[src/rtl/mod_pkg.sv]
// Shared types for the modulo/divide unit.
// Command bundle is common to mod_cu and mod_dp.
package mod_pkg;

  localparam int MOD_WIDTH = 32;

  typedef struct packed {
    logic save;
    logic substract;
    logic compare;
  } mod_cmd_t;

endpackage

[src/rtl/mod_sub_cmp.sv]
// Guarded subtract and compare for the modulo datapath.
// Pure combinational; mod_dp registers the outputs.
module mod_sub_cmp
  import mod_pkg::*;
#(
  parameter int WIDTH = MOD_WIDTH
) (
  input  logic [WIDTH-1:0] temp_i,
  input  logic [WIDTH-1:0] divisor_i,
  input  logic             sub_en_i,
  output logic [WIDTH-1:0] temp_next_o,
  output logic             do_sub_o,
  output logic             ge_o,
  output logic             lt_next_o,
  output logic             div_zero_o
);

  assign ge_o       = (temp_i >= divisor_i);
  assign div_zero_o = (divisor_i == '0);
  assign do_sub_o   = sub_en_i & ge_o & ~div_zero_o;

  // Subtract only when it cannot underflow; extra cycles are no-ops.
  always_comb begin
    temp_next_o = temp_i;
    if (do_sub_o) begin
      temp_next_o = temp_i - divisor_i;
    end
  end

  assign lt_next_o = div_zero_o | (temp_next_o < divisor_i);

endmodule

[src/rtl/mod_dp.sv]
// Datapath for the repeated-subtraction modulo/divide unit.
// Holds operands, remainder, quotient and the status flags.
module mod_dp
  import mod_pkg::*;
#(
  parameter int WIDTH = MOD_WIDTH
) (
  input  logic             clk,
  input  logic             rst,
  input  logic             load,
  input  logic [WIDTH-1:0] a_in,
  input  logic [WIDTH-1:0] b_in,
  input  logic             save_command,
  input  logic             substract_command,
  input  logic             compare_command,
  output logic             temp_less_than,
  output logic [WIDTH-1:0] result,
  output logic [WIDTH-1:0] quotient,
  output logic             done,
  output logic             div_by_zero
);

  mod_cmd_t cmd;

  logic [WIDTH-1:0] temp_q, temp_d;
  logic [WIDTH-1:0] div_q, div_d;
  logic [WIDTH-1:0] quot_q, quot_d;
  logic [WIDTH-1:0] res_q, res_d;
  logic             lt_q, lt_d;
  logic             done_q, done_d;
  logic             dbz_q, dbz_d;

  logic [WIDTH-1:0] temp_next;
  logic             do_sub;
  logic             ge;
  logic             lt_next;
  logic             div_zero;

  assign cmd = '{
    save:      save_command,
    substract: substract_command,
    compare:   compare_command
  };

  mod_sub_cmp #(
    .WIDTH(WIDTH)
  ) u_sub_cmp (
    .temp_i     (temp_q),
    .divisor_i  (div_q),
    .sub_en_i   (cmd.substract),
    .temp_next_o(temp_next),
    .do_sub_o   (do_sub),
    .ge_o       (ge),
    .lt_next_o  (lt_next),
    .div_zero_o (div_zero)
  );

  // Next state: load beats save, save beats subtract/compare.
  always_comb begin
    temp_d = temp_q;
    div_d  = div_q;
    quot_d = quot_q;
    res_d  = res_q;
    lt_d   = lt_q;
    done_d = done_q;
    dbz_d  = dbz_q;
    if (load) begin
      temp_d = a_in;
      div_d  = b_in;
      quot_d = '0;
      lt_d   = 1'b0;
      done_d = 1'b0;
      dbz_d  = 1'b0;
    end else if (cmd.save) begin
      res_d  = temp_q;
      done_d = 1'b1;
    end else begin
      if (do_sub) begin
        temp_d = temp_next;
        quot_d = quot_q + WIDTH'(1);
      end
      if (cmd.compare) begin
        lt_d = lt_next;
        if (div_zero) begin
          dbz_d = 1'b1;
        end
      end
    end
  end

  // State registers; async reset wipes any partial result.
  always_ff @(posedge clk or negedge rst) begin
    if (!rst) begin
      temp_q <= '0;
      div_q  <= '0;
      quot_q <= '0;
      res_q  <= '0;
      lt_q   <= 1'b0;
      done_q <= 1'b0;
      dbz_q  <= 1'b0;
    end else begin
      temp_q <= temp_d;
      div_q  <= div_d;
      quot_q <= quot_d;
      res_q  <= res_d;
      lt_q   <= lt_d;
      done_q <= done_d;
      dbz_q  <= dbz_d;
    end
  end

  assign temp_less_than = lt_q;
  assign result         = res_q;
  assign quotient       = quot_q;
  assign done           = done_q;
  assign div_by_zero    = dbz_q;

  logic unused_ge;
  assign unused_ge = ge;

endmodule
[config.mk]
export PLATFORM = sky130hd
export DESIGN_NAME = mod_dp
export DESIGN_NICKNAME = d
export VERILOG_FILES = /design/src/rtl/mod_pkg.sv /design/src/rtl/mod_sub_cmp.sv /design/src/rtl/mod_dp.sv
export SDC_FILE = /design/constraint.sdc
export NUM_CORES = 1
export LEC_CHECK = 0
export BUFFER_PORTS_ARGS = -buffer_cell sky130_fd_sc_hd__buf_2
export CAP_MARGIN = 20
export CORE_ASPECT_RATIO = 0.5
export CORE_MARGIN = 1
export CORE_UTILIZATION = 26
export CTS_CLUSTER_DIAMETER = 30
export DETAILED_ROUTE_END_ITERATION = 12
export SETUP_SLACK_MARGIN = 0.15
export SKIP_CTS_REPAIR_TIMING = 1
export SYNTH_ARGS = -nofsm -noshare
export SYNTH_HDL_FRONTEND = slang
export SYNTH_SLANG_ARGS = --single-unit
export TNS_END_PERCENT = 10
[constraint.sdc]
create_clock -name clk -period 11.5 [get_ports clk]
set_clock_uncertainty 0.2 [all_clocks]
set_input_delay 2.3 -clock clk [delete_from_list [all_inputs] [get_ports clk]]
set_output_delay 2.3 -clock clk [all_outputs]
set_load 0.05 [all_outputs]
==> flow_summary_export.csv, run 1 <==
group,metric,value,unit
outcome,outcome,"completed",
sta,worst_slack,5.61,ns
floorplanning,die_w,257,um
routing,antenna_left,0,
routing,detail_route.wl_per_cell,16.6,um
setup_path,cp.required,11.60,ns
clocking,h-tree-depth,4,
layout,final_nets,1139,
clocking,numClockSinks,131,
clocking,cts_root_buf,"clkbuf_16",
layout,area_growth_syn_to_layout,20.3,%
global_routing,antenna_found_initial,0,
layout,antenna_cells,0,
setup_path,max_stage_delay,0.67,ns
sta,finalCritPeriodShare,0.512,
layout,nFillCells,3310,
power,power_per_cell_area,174,nW/um^2
setup_path,cp_slowest_cell,"nand2_2",
sta,fin_setup_tns,0,ns
synth,ys_seq_area_frac,0.387,
global_routing,grt_pass1_vias,7269,
clocking,clk_latency,0.44,ns
synth,async_flop_share,1.00,
setup_path,arrival,5.99,ns
synth,synth-main-ff-cell,"dfrtp_1",
routing,routed_wl,24.0,mm
setup_path,path_max_fanout,37,
synth,netlist_area,8460,um^2
routing,num_vias,7095,
synth,synth_cells,885,
placed_design,globalplace.congestion,0.856,
synth,ys_ff_latch,131,
sta,hold_viol,0,
sta,tightest_slew,0.949,ns
setup_path,worstSetupPathType,"in2reg",
setup_path,crit_chain,"buf_2, o21ai_0, nand3b_1, a311o_2, nand2_2, mux2_2, ha_1, nand4_1, nor4_1, nand3_1, a2111oi_0, o21ai_0, o2bb2ai_1",
power,power.leakage,4.73,nW
sta,rsz0062_at_grt,"false",
power,combPwrFrac,0.357,
placed_design,place_ws,5.06,ns
clocking,cts_tree,"built",
synth,ys_warn_count,0,
placed_design,hpwl,18.3,mm
routing,dr.pass1.iters,5,
floorplanning,coreArea,31800,um^2
power,p_switching,655,uW
floorplanning,die_area,33300,um^2
sta,finalCriticalPeriod,5.89,ns
floorplanning,rows,46,
setup_path,cp-end-kind,"flip-flop",
floorplanning,start_util,0.266,
clocking,cts_max_path_buffers,2,
routing,vias_per_cell,4.90,
synth,synthesis.nets,1020,
floorplanning,io_pins,137,
placed_design,io_buffers,136,
floorplanning,die_h,130,um
synth,synth_edf_count,0,
power,peakVddDrop,0.105,mV
routing,drcViolationCount,0,
flow_run,cap_violations,0,
clocking,path_clk_slew,0.06,ns
power,seqPwrFrac,0.312,
setup_path,crit_top_cell,"o21ai_0",
sta,setup_viol,0,
power,switching_share,0.369,
sta,fmax,0.170,GHz
global_routing,grtUsageTotal,0.147,
global_routing,grt_max_degree,76,
global_routing,grt_first_pass_wirelength,38.4,mm
routing,drt_iter0_markers,442,
layout,drive_above_1_share,0.241,
sta,relSlewSlack,0.368,
synth,syn_area_per_cell,9.56,um^2
setup_path,cp-start-kind,"primary input",
global_routing,gr-total-overflow,0,
clocking,numCtsBuffers,17,
hold_path,hp-class,"reg2reg",
synth,synth.distinct_cells,60,
power,clockPowerShare,0.331,
sta,slew_violations,0,
power,p_int,1.12,mW
[power by group through the flow]
stage	Sequential [mW]	Clock (mW)	Combinational (mW)
global placement	0.562	0	0.620
detailed placement	0.563	0	0.630
floorplan	0.646	0	0.383
CTS	0.555	0.604	0.633
global route	0.562	0.623	0.695
finish	0.555	0.587	0.634
[worst max-delay path: cells and delay by family]
family,cells,cell delay (ns)
simple gates,5,1.76
mux,1,0.42
compound gates,5,1.10
fa+ha+maj,1,0.30
buf+inv,1,0.10
[cell usage in the layout, fill, tap and decap left out, types with 22 or more instances in the layout]
| cell | instances |
|---|---|
| buf_2 | 134 |
| dfrtp_1 | 131 |
| nand2_1 | 82 |
| ha_1 | 64 |
| mux2_2 | 59 |
| nor2_1 | 58 |
| o21ai_0 | 51 |
| a21oi_1 | 41 |
| inv_1 | 41 |
| xor2_1 | 36 |
| a21o_1 | 27 |
| o21ai_1 | 22 |
[flip-flops by register name, indices dropped and copies added, names as in the netlist]
| name | flops |
|---|---|
| temp_less_than | 1 |
| quotient | 32 |
| div_q | 32 |
| done | 1 |
| result | 32 |
| temp_q | 32 |
| div_by_zero | 1 |
[metal layers]
layer	global-route usage	part of all wire	vias up	wire length, um
met2	0.258	0.50	143	12100
met5	0	0	-	0
li1	-	-	3430	-
met4	0.0497	0.020	0	473
met1	0.177	0.43	3492	10500
met3	0.0348	0.043	30	1030
[cells in the mapped netlist (3+ instances only)]
master	n	area [um^2]
nand3_1	19	95.1
nor3_1	10	50.1
buf_2	5	25.0
o21ai_0	51	255
and4_1	7	61.3
xnor2_1	21	184
buf_1	5	18.8
a31o_2	3	26.3
and2_1	5	31.3
dfrtp_1	131	3280
nand2b_1	10	62.6
a31oi_1	5	31.3
ha_1	64	801
nand3b_1	4	30.0
nand4_1	13	81.3
a221o_1	4	40.0
nor4_1	13	81.3
mux2_2	59	664
or3_1	6	37.5
clkbuf_1	25	93.8
nand2_1	82	308
mux2i_1	21	210
a21oi_1	41	205
o21bai_1	5	37.5
a21o_1	27	203
a2111oi_0	3	26.3
o21ai_1	22	110
a221oi_1	3	26.3
o2111ai_1	11	96.3
o21a_1	3	22.5
nor3b_1	6	45.0
xor2_1	36	315
inv_1	41	154
nor2_1	58	218
buf_4	6	45.0
nor2b_1	5	31.3
and3_1	15	93.8
o211ai_1	13	97.6
[metrics by stage]
step	std cells	hold WS, ns	util	area, um^2	power (mW)
floorplan	885	0.320	-	8460	1.03
global placement	1417	0.269	0.300	9550	1.18
detailed placement	1417	0.287	0.300	9550	1.19
CTS	1449	0.301	0.320	10200	1.79
global route	1449	0.316	0.320	10200	1.88
finish	1449	0.299	0.320	10200	1.78
[final timing paths]
kind / startpoint / end / slack [ns] / depth (start not counted)
setup / recovery: substract_command / temp_less_than$_DFFE_PN0P_ / 5.61 / 13
hold / removal: result[8]$_DFFE_PN0P_ / result[8]$_DFFE_PN0P_ / 0.30 / 1
setup reg to reg: div_q[0]$_DFFE_PN0P_ / temp_less_than$_DFFE_PN0P_ / 5.88 / 17
hold reg to reg: result[8]$_DFFE_PN0P_ / result[8]$_DFFE_PN0P_ / 0.30 / 1
max in group asynchronous: rst / div_q[30]$_DFFE_PN0P_ / 8.11 / 2
min in group asynchronous: rst / result[18]$_DFFE_PN0P_ / 1.63 / 1
[cell families (layout without fill, tap and decap cells)]
logic type                 count (synthesis)  after routing  synth area share
adders and majority gates                 65             65            0.0970
DFF                                      131            131             0.387
AOI/OAI and AO/OA                        206            206             0.157
and+or+nand+nor                          264            264             0.157
muxes                                     80             80             0.103
xor gates and xnor gates                  57             57            0.0590
buffers and inverters                     82            214            0.0398
[final cells by class]
cell class / instances / area, um^2 / share of cell area
Clock buffer: 17 / 425 / 0.0418
Tap cell: 432 / 541 / 0.0531
Multi-Input combinational cell: 672 / 4850 / 0.476
Timing Repair Buffer: 141 / 727 / 0.0714
Sequential cell: 131 / 3280 / 0.322
Inverter: 41 / 154 / 0.0151
Clock inverter: 15 / 204 / 0.0200
Power figures use the tool's default switching activity.
==> run 2, diff against run 1 <==
Clock period 11.5 ns to 5.3 ns, I/O delays scaled along.
==> flow_summary_export.csv, run 2 (same netlist as run 1, synthesis figures left out) <==
group,metric,value,unit
layout,layout_commonest_cell,"buf_2",
routing,drt_iter0_markers,333,
setup_path,reg2reg_depth,22,
global_routing,grt_pass1_vias,7072,
floorplanning,start_util,0.266,
routing,routed_wl,24.8,mm
clocking,h-tree-depth,4,
placed_design,io_buffers,136,
floorplanning,io_pins,137,
sta,hold_viol,0,
floorplanning,coreArea,31800,um^2
global_routing,grtUsageTotal,0.150,
sta,tightest_slew,0.968,ns
floorplanning,die_w,257,um
clocking,path_clk_slew,0.06,ns
hold_path,hp-class,"reg2reg",
routing,vias_per_cell,4.85,
sta,rsz0062_at_grt,"false",
power,power_per_cell_area,383,nW/um^2
hold_path,whs_path_depth,1,
power,peakVddDrop,0.239,mV
clocking,numClockSinks,131,
flow_run,cap_violations,0,
layout,antenna_cells,0,
layout,regArea,3280,um^2
layout,multiInputGateArea,4880,um^2
clocking,numCtsBuffers,17,
routing,antenna_left,0,
floorplanning,die_h,130,um
clocking,cts_tree,"built",
setup_path,worstSetupPathType,"reg2reg",
sta,whs,0.299,ns
global_routing,gr-total-overflow,0,
routing,detail_route.wl_per_cell,17.1,um
layout,post-route-util,0.323,
power,fin_total_pwr,3.94,mW
floorplanning,rows,46,
layout,area_growth_syn_to_layout,21.6,%
sta,finalCritPeriodShare,0.928,
global_routing,antenna_found_initial,0,
layout,drive_above_1_share,0.249,
sta,fmax,0.203,GHz
placed_design,place_area,9590,um^2
global_routing,grt_first_pass_wirelength,39.0,mm
routing,num_vias,7054,
sta,fin_setup_tns,0,ns
clocking,clk_latency,0.43,ns
routing,dr.pass1.iters,5,
floorplanning,die_area,33300,um^2
layout,final_cell_mix,"134 x buf_2, 131 x dfrtp_1, 82 x nand2_1",
placed_design,globalplace.congestion,0.865,
layout,final_nets,1143,
clocking,cts_root_buf,"clkbuf_16",
power,power.leakage,4.78,nW
outcome,outcome,"completed",
clocking,cts_max_path_buffers,2,
placed_design,hpwl,18.9,mm
setup_path,cp-start-kind,"flip-flop",
sta,relSlewSlack,0.354,
layout,nFillCells,3262,
sta,finalCriticalPeriod,4.92,ns
setup_path,path_max_fanout,20,
setup_path,arrival,5.06,ns
layout,fin_area,10300,um^2
setup_path,cp-end-kind,"flip-flop",
setup_path,cp.required,5.44,ns
sta,setup_viol,0,
routing,drcViolationCount,0,
global_routing,grt_max_degree,92,
sta,slew_violations,0,
==> run 2: changes by cell type in the layout (fill, tap and decap cells not counted), moves of 2 or more <==
cell	delta
inv_6	-3
clkbuf_8	+3
buf_4	+3
clkinvlp_4	-2
==> run 2: per-layer routing <==
layer / vias up / track usage / share of wire
met3: 12 / 0.0295 / 0.031
met2: 108 / 0.260 / 0.50
met5: - / 0 / 0
met4: 0 / 0.0389 / 0.011
met1: 3495 / 0.193 / 0.46
li1: 3439 / - / -
==> run 2: worst max-delay path: stages, from the launching register on <==
cell and delay [ns]:
dfrtp_1 0.37, inv_1 0.09, ha_1 0.18, inv_1 0.06, fa_1 0.41, a21o_1 0.18
a21o_1 0.23, nor2b_1 0.17, nor3_2 0.34, a311o_2 0.34, nand2_4 0.21, buf_4 0.30
mux2_2 0.30, ha_1 0.29, a21o_1 0.16, a21oi_1 0.15, nor2b_1 0.06, o21ai_0 0.15
nand2b_1 0.08, a21oi_1 0.15, nor2_1 0.08, nor3_1 0.18, o2bb2ai_1 0.14
==> run 2: path summary, 6_finish.rpt <==
path,from,end,slack [ns]
worst min-delay path,result[8]$_DFFE_PN0P_,result[8]$_DFFE_PN0P_,0.30
worst min register to register,result[8]$_DFFE_PN0P_,result[8]$_DFFE_PN0P_,0.30
worst max register to register,temp_q[0]$_DFFE_PN0P_,temp_less_than$_DFFE_PN0P_,0.38
max in group asynchronous,rst,temp_q[17]$_DFFE_PN0P_,3.27
worst max-delay path,temp_q[0]$_DFFE_PN0P_,temp_less_than$_DFFE_PN0P_,0.38
min in group asynchronous,rst,result[21]$_DFFE_PN0P_,0.53
==> run 2: area by class of cell <==
class                   instances  area share
clock buffers                  20      0.0454
clock inverters                12      0.0196
inverters                      41      0.0150
multi-input cells             672       0.474
flip-flops and latches        131       0.319
well taps                     432      0.0525
repair buffers                145      0.0748
==> run 2: through the flow <==
step	std cells	worst slack, ns
3_3_place_gp	1421	0.418
2_1_floorplan	885	0.777
5_1_grt	1453	0.159
6_report	1453	0.382
4_1_cts	1453	0.172
3_5_place_dp	1421	0.199
==> run 2: power breakdown <==
part           switching, mW  total [mW]  internal [mW]
sequential            0.0881        1.20           1.11
clock                  0.468        1.34          0.874
combinational          0.864        1.40          0.533
==> run 3, diff against run 2 <==
Settings changed: PLACE_DENSITY set to 0.5.
==> flow_summary_export.csv, run 3 (same netlist as run 1, synthesis figures left out) <==
group,metric,value,unit
routing,detail_route.wl_per_cell,17.8,um
layout,final_cell_mix,"134 x buf_2, 131 x dfrtp_1, 82 x nand2_1",
global_routing,antenna_found_initial,0,
global_routing,busiest_layer,"met2",
floorplanning,rows,46,
routing,drt_iter0_markers,510,
setup_path,path_max_fanout,4,
routing,routed_wl,25.9,mm
clocking,clk_latency,0.44,ns
setup_path,arrival,4.92,ns
setup_path,cp-end-kind,"flip-flop",
sta,fmax,0.208,GHz
setup_path,cp-start-kind,"flip-flop",
sta,hold_viol,0,
floorplanning,die_w,257,um
clocking,path_clk_slew,0.06,ns
floorplanning,start_util,0.266,
setup_path,crit_chain,"inv_1, ha_1, inv_1, fa_1, a21o_1, a21o_1, nor2b_1, o31a_1, o21ai_2, a31oi_2, a311oi_2, xnor2_1, mux2_2, ha_1, nand4_1, nor4_2, nand3_1, a2111oi_2, o21ai_1, o2bb2ai_1",
outcome,outcome,"completed",
placed_design,hpwl,19.4,mm
setup_path,cp.required,5.40,ns
sta,fin_setup_tns,0,ns
global_routing,grtUsageTotal,0.161,
global_routing,gr-total-overflow,0,
floorplanning,die_area,33300,um^2
sta,setup_viol,0,
layout,antenna_cells,0,
global_routing,grt_use_met1,0.219,
clocking,cts_max_path_buffers,2,
routing,vias_per_cell,4.85,
sta,finalCritPeriodShare,0.909,
hold_path,whs_path_depth,2,
routing,drcViolationCount,0,
layout,final_nets,1146,
layout,area_growth_syn_to_layout,22.0,%
global_routing,grt_pass1_vias,7173,
clocking,cts_root_buf,"clkbuf_16",
power,power.leakage,4.81,nW
layout,drive_above_1_share,0.253,
power,peakVddDrop,0.254,mV
placed_design,place_area,9600,um^2
sta,finalCriticalPeriod,4.82,ns
layout,layout_commonest_cell,"buf_2",
setup_path,cp_slowest_cell,"fa_1",
setup_path,worstSetupPathType,"reg2reg",
hold_path,hp-class,"reg2reg",
sta,rsz0062_at_grt,"false",
setup_path,reg2reg_depth,20,
layout,fin_area,10300,um^2
sta,slew_violations,0,
global_routing,grt_max_degree,102,
global_routing,grt_first_pass_wirelength,41.3,mm
clocking,numCtsBuffers,17,
clocking,numClockSinks,131,
global_routing,met2_usage,0.256,
routing,antenna_left,0,
power,power_per_cell_area,383,nW/um^2
sta,relSlewSlack,0.378,
floorplanning,die_h,130,um
layout,nFillCells,3314,
layout,post-route-util,0.325,
layout,final_cells,1456,
routing,num_vias,7066,
floorplanning,coreArea,31800,um^2
global_routing,met3_usage,0.0366,
placed_design,dpl.cell_count,1422,
sta,tightest_slew,0.931,ns
flow_run,cap_violations,0,
sta,whs,0.291,ns
clocking,h-tree-depth,4,
setup_path,max_stage_delay,0.41,ns
routing,dr.pass1.iters,5,
placed_design,io_buffers,136,
placed_design,globalplace.congestion,0.869,
clocking,cts_tree,"built",
floorplanning,io_pins,137,
-- run 3: layout make-up --
type / count / area, um^2 / area share
clock buffer: 19 / 453 / 0.0439
clock inverter: 13 / 205 / 0.0199
inverter: 41 / 154 / 0.0149
multi-input combinational: 672 / 4900 / 0.474
sequential: 131 / 3280 / 0.317
tap: 432 / 541 / 0.0523
timing repair buffer: 148 / 800 / 0.0774
-- run 3: per-layer routing --
metal / vias up / routed length, um
met5: - / 0
met4: 0 / 376
met3: 24 / 919
met2: 88 / 11800
met1: 3498 / 12700
li1: 3456 / -
-- run 3: metrics by stage --
step                      setup slack, ns  total power, mW
after global placement              0.347             2.62
after detailed placement            0.146             2.62
after CTS                           0.131             3.97
after global routing                0.160             4.20
after floorplan                     0.777             2.23
final                               0.484             3.96
-- run 3: worst paths after layout --
check                                         from                         end  slack, ns
max in group asynchronous                      rst      result[13]$_DFFE_PN0P_       3.54
min in group asynchronous                      rst            done$_DFFE_PN0P_       0.36
hold reg to reg            div_by_zero$_DFFE_PN0P_     div_by_zero$_DFFE_PN0P_       0.29
setup / recovery             temp_q[0]$_DFFE_PN0P_  temp_less_than$_DFFE_PN0P_       0.48
hold / removal             div_by_zero$_DFFE_PN0P_     div_by_zero$_DFFE_PN0P_       0.29
setup reg to reg             temp_q[0]$_DFFE_PN0P_  temp_less_than$_DFFE_PN0P_       0.48
-- run 3: report_power, final --
| group | leakage, nW | internal [mW] | total [mW] | switching [mW] |
|---|---|---|---|---|
| clock | 0.327 | 0.859 | 1.33 | 0.476 |
| sequential | 1.65 | 1.11 | 1.21 | 0.0925 |
| combinational | 2.83 | 0.540 | 1.42 | 0.878 |
| total | 4.81 | 2.51 | 3.96 | 1.45 |
-- run 3: critical path: cells and delay by family (launching register included) --
kind | cells | cell delay (ns)
XOR/XNOR | 1 | 0.10
buffers and inverters | 2 | 0.16
AO/OA/AOI/OAI | 9 | 1.92
AND/OR/NAND/NOR | 4 | 0.77
multiplexers | 1 | 0.27
flip-flops | 1 | 0.37
adder cells (fa/ha/maj) | 3 | 0.86
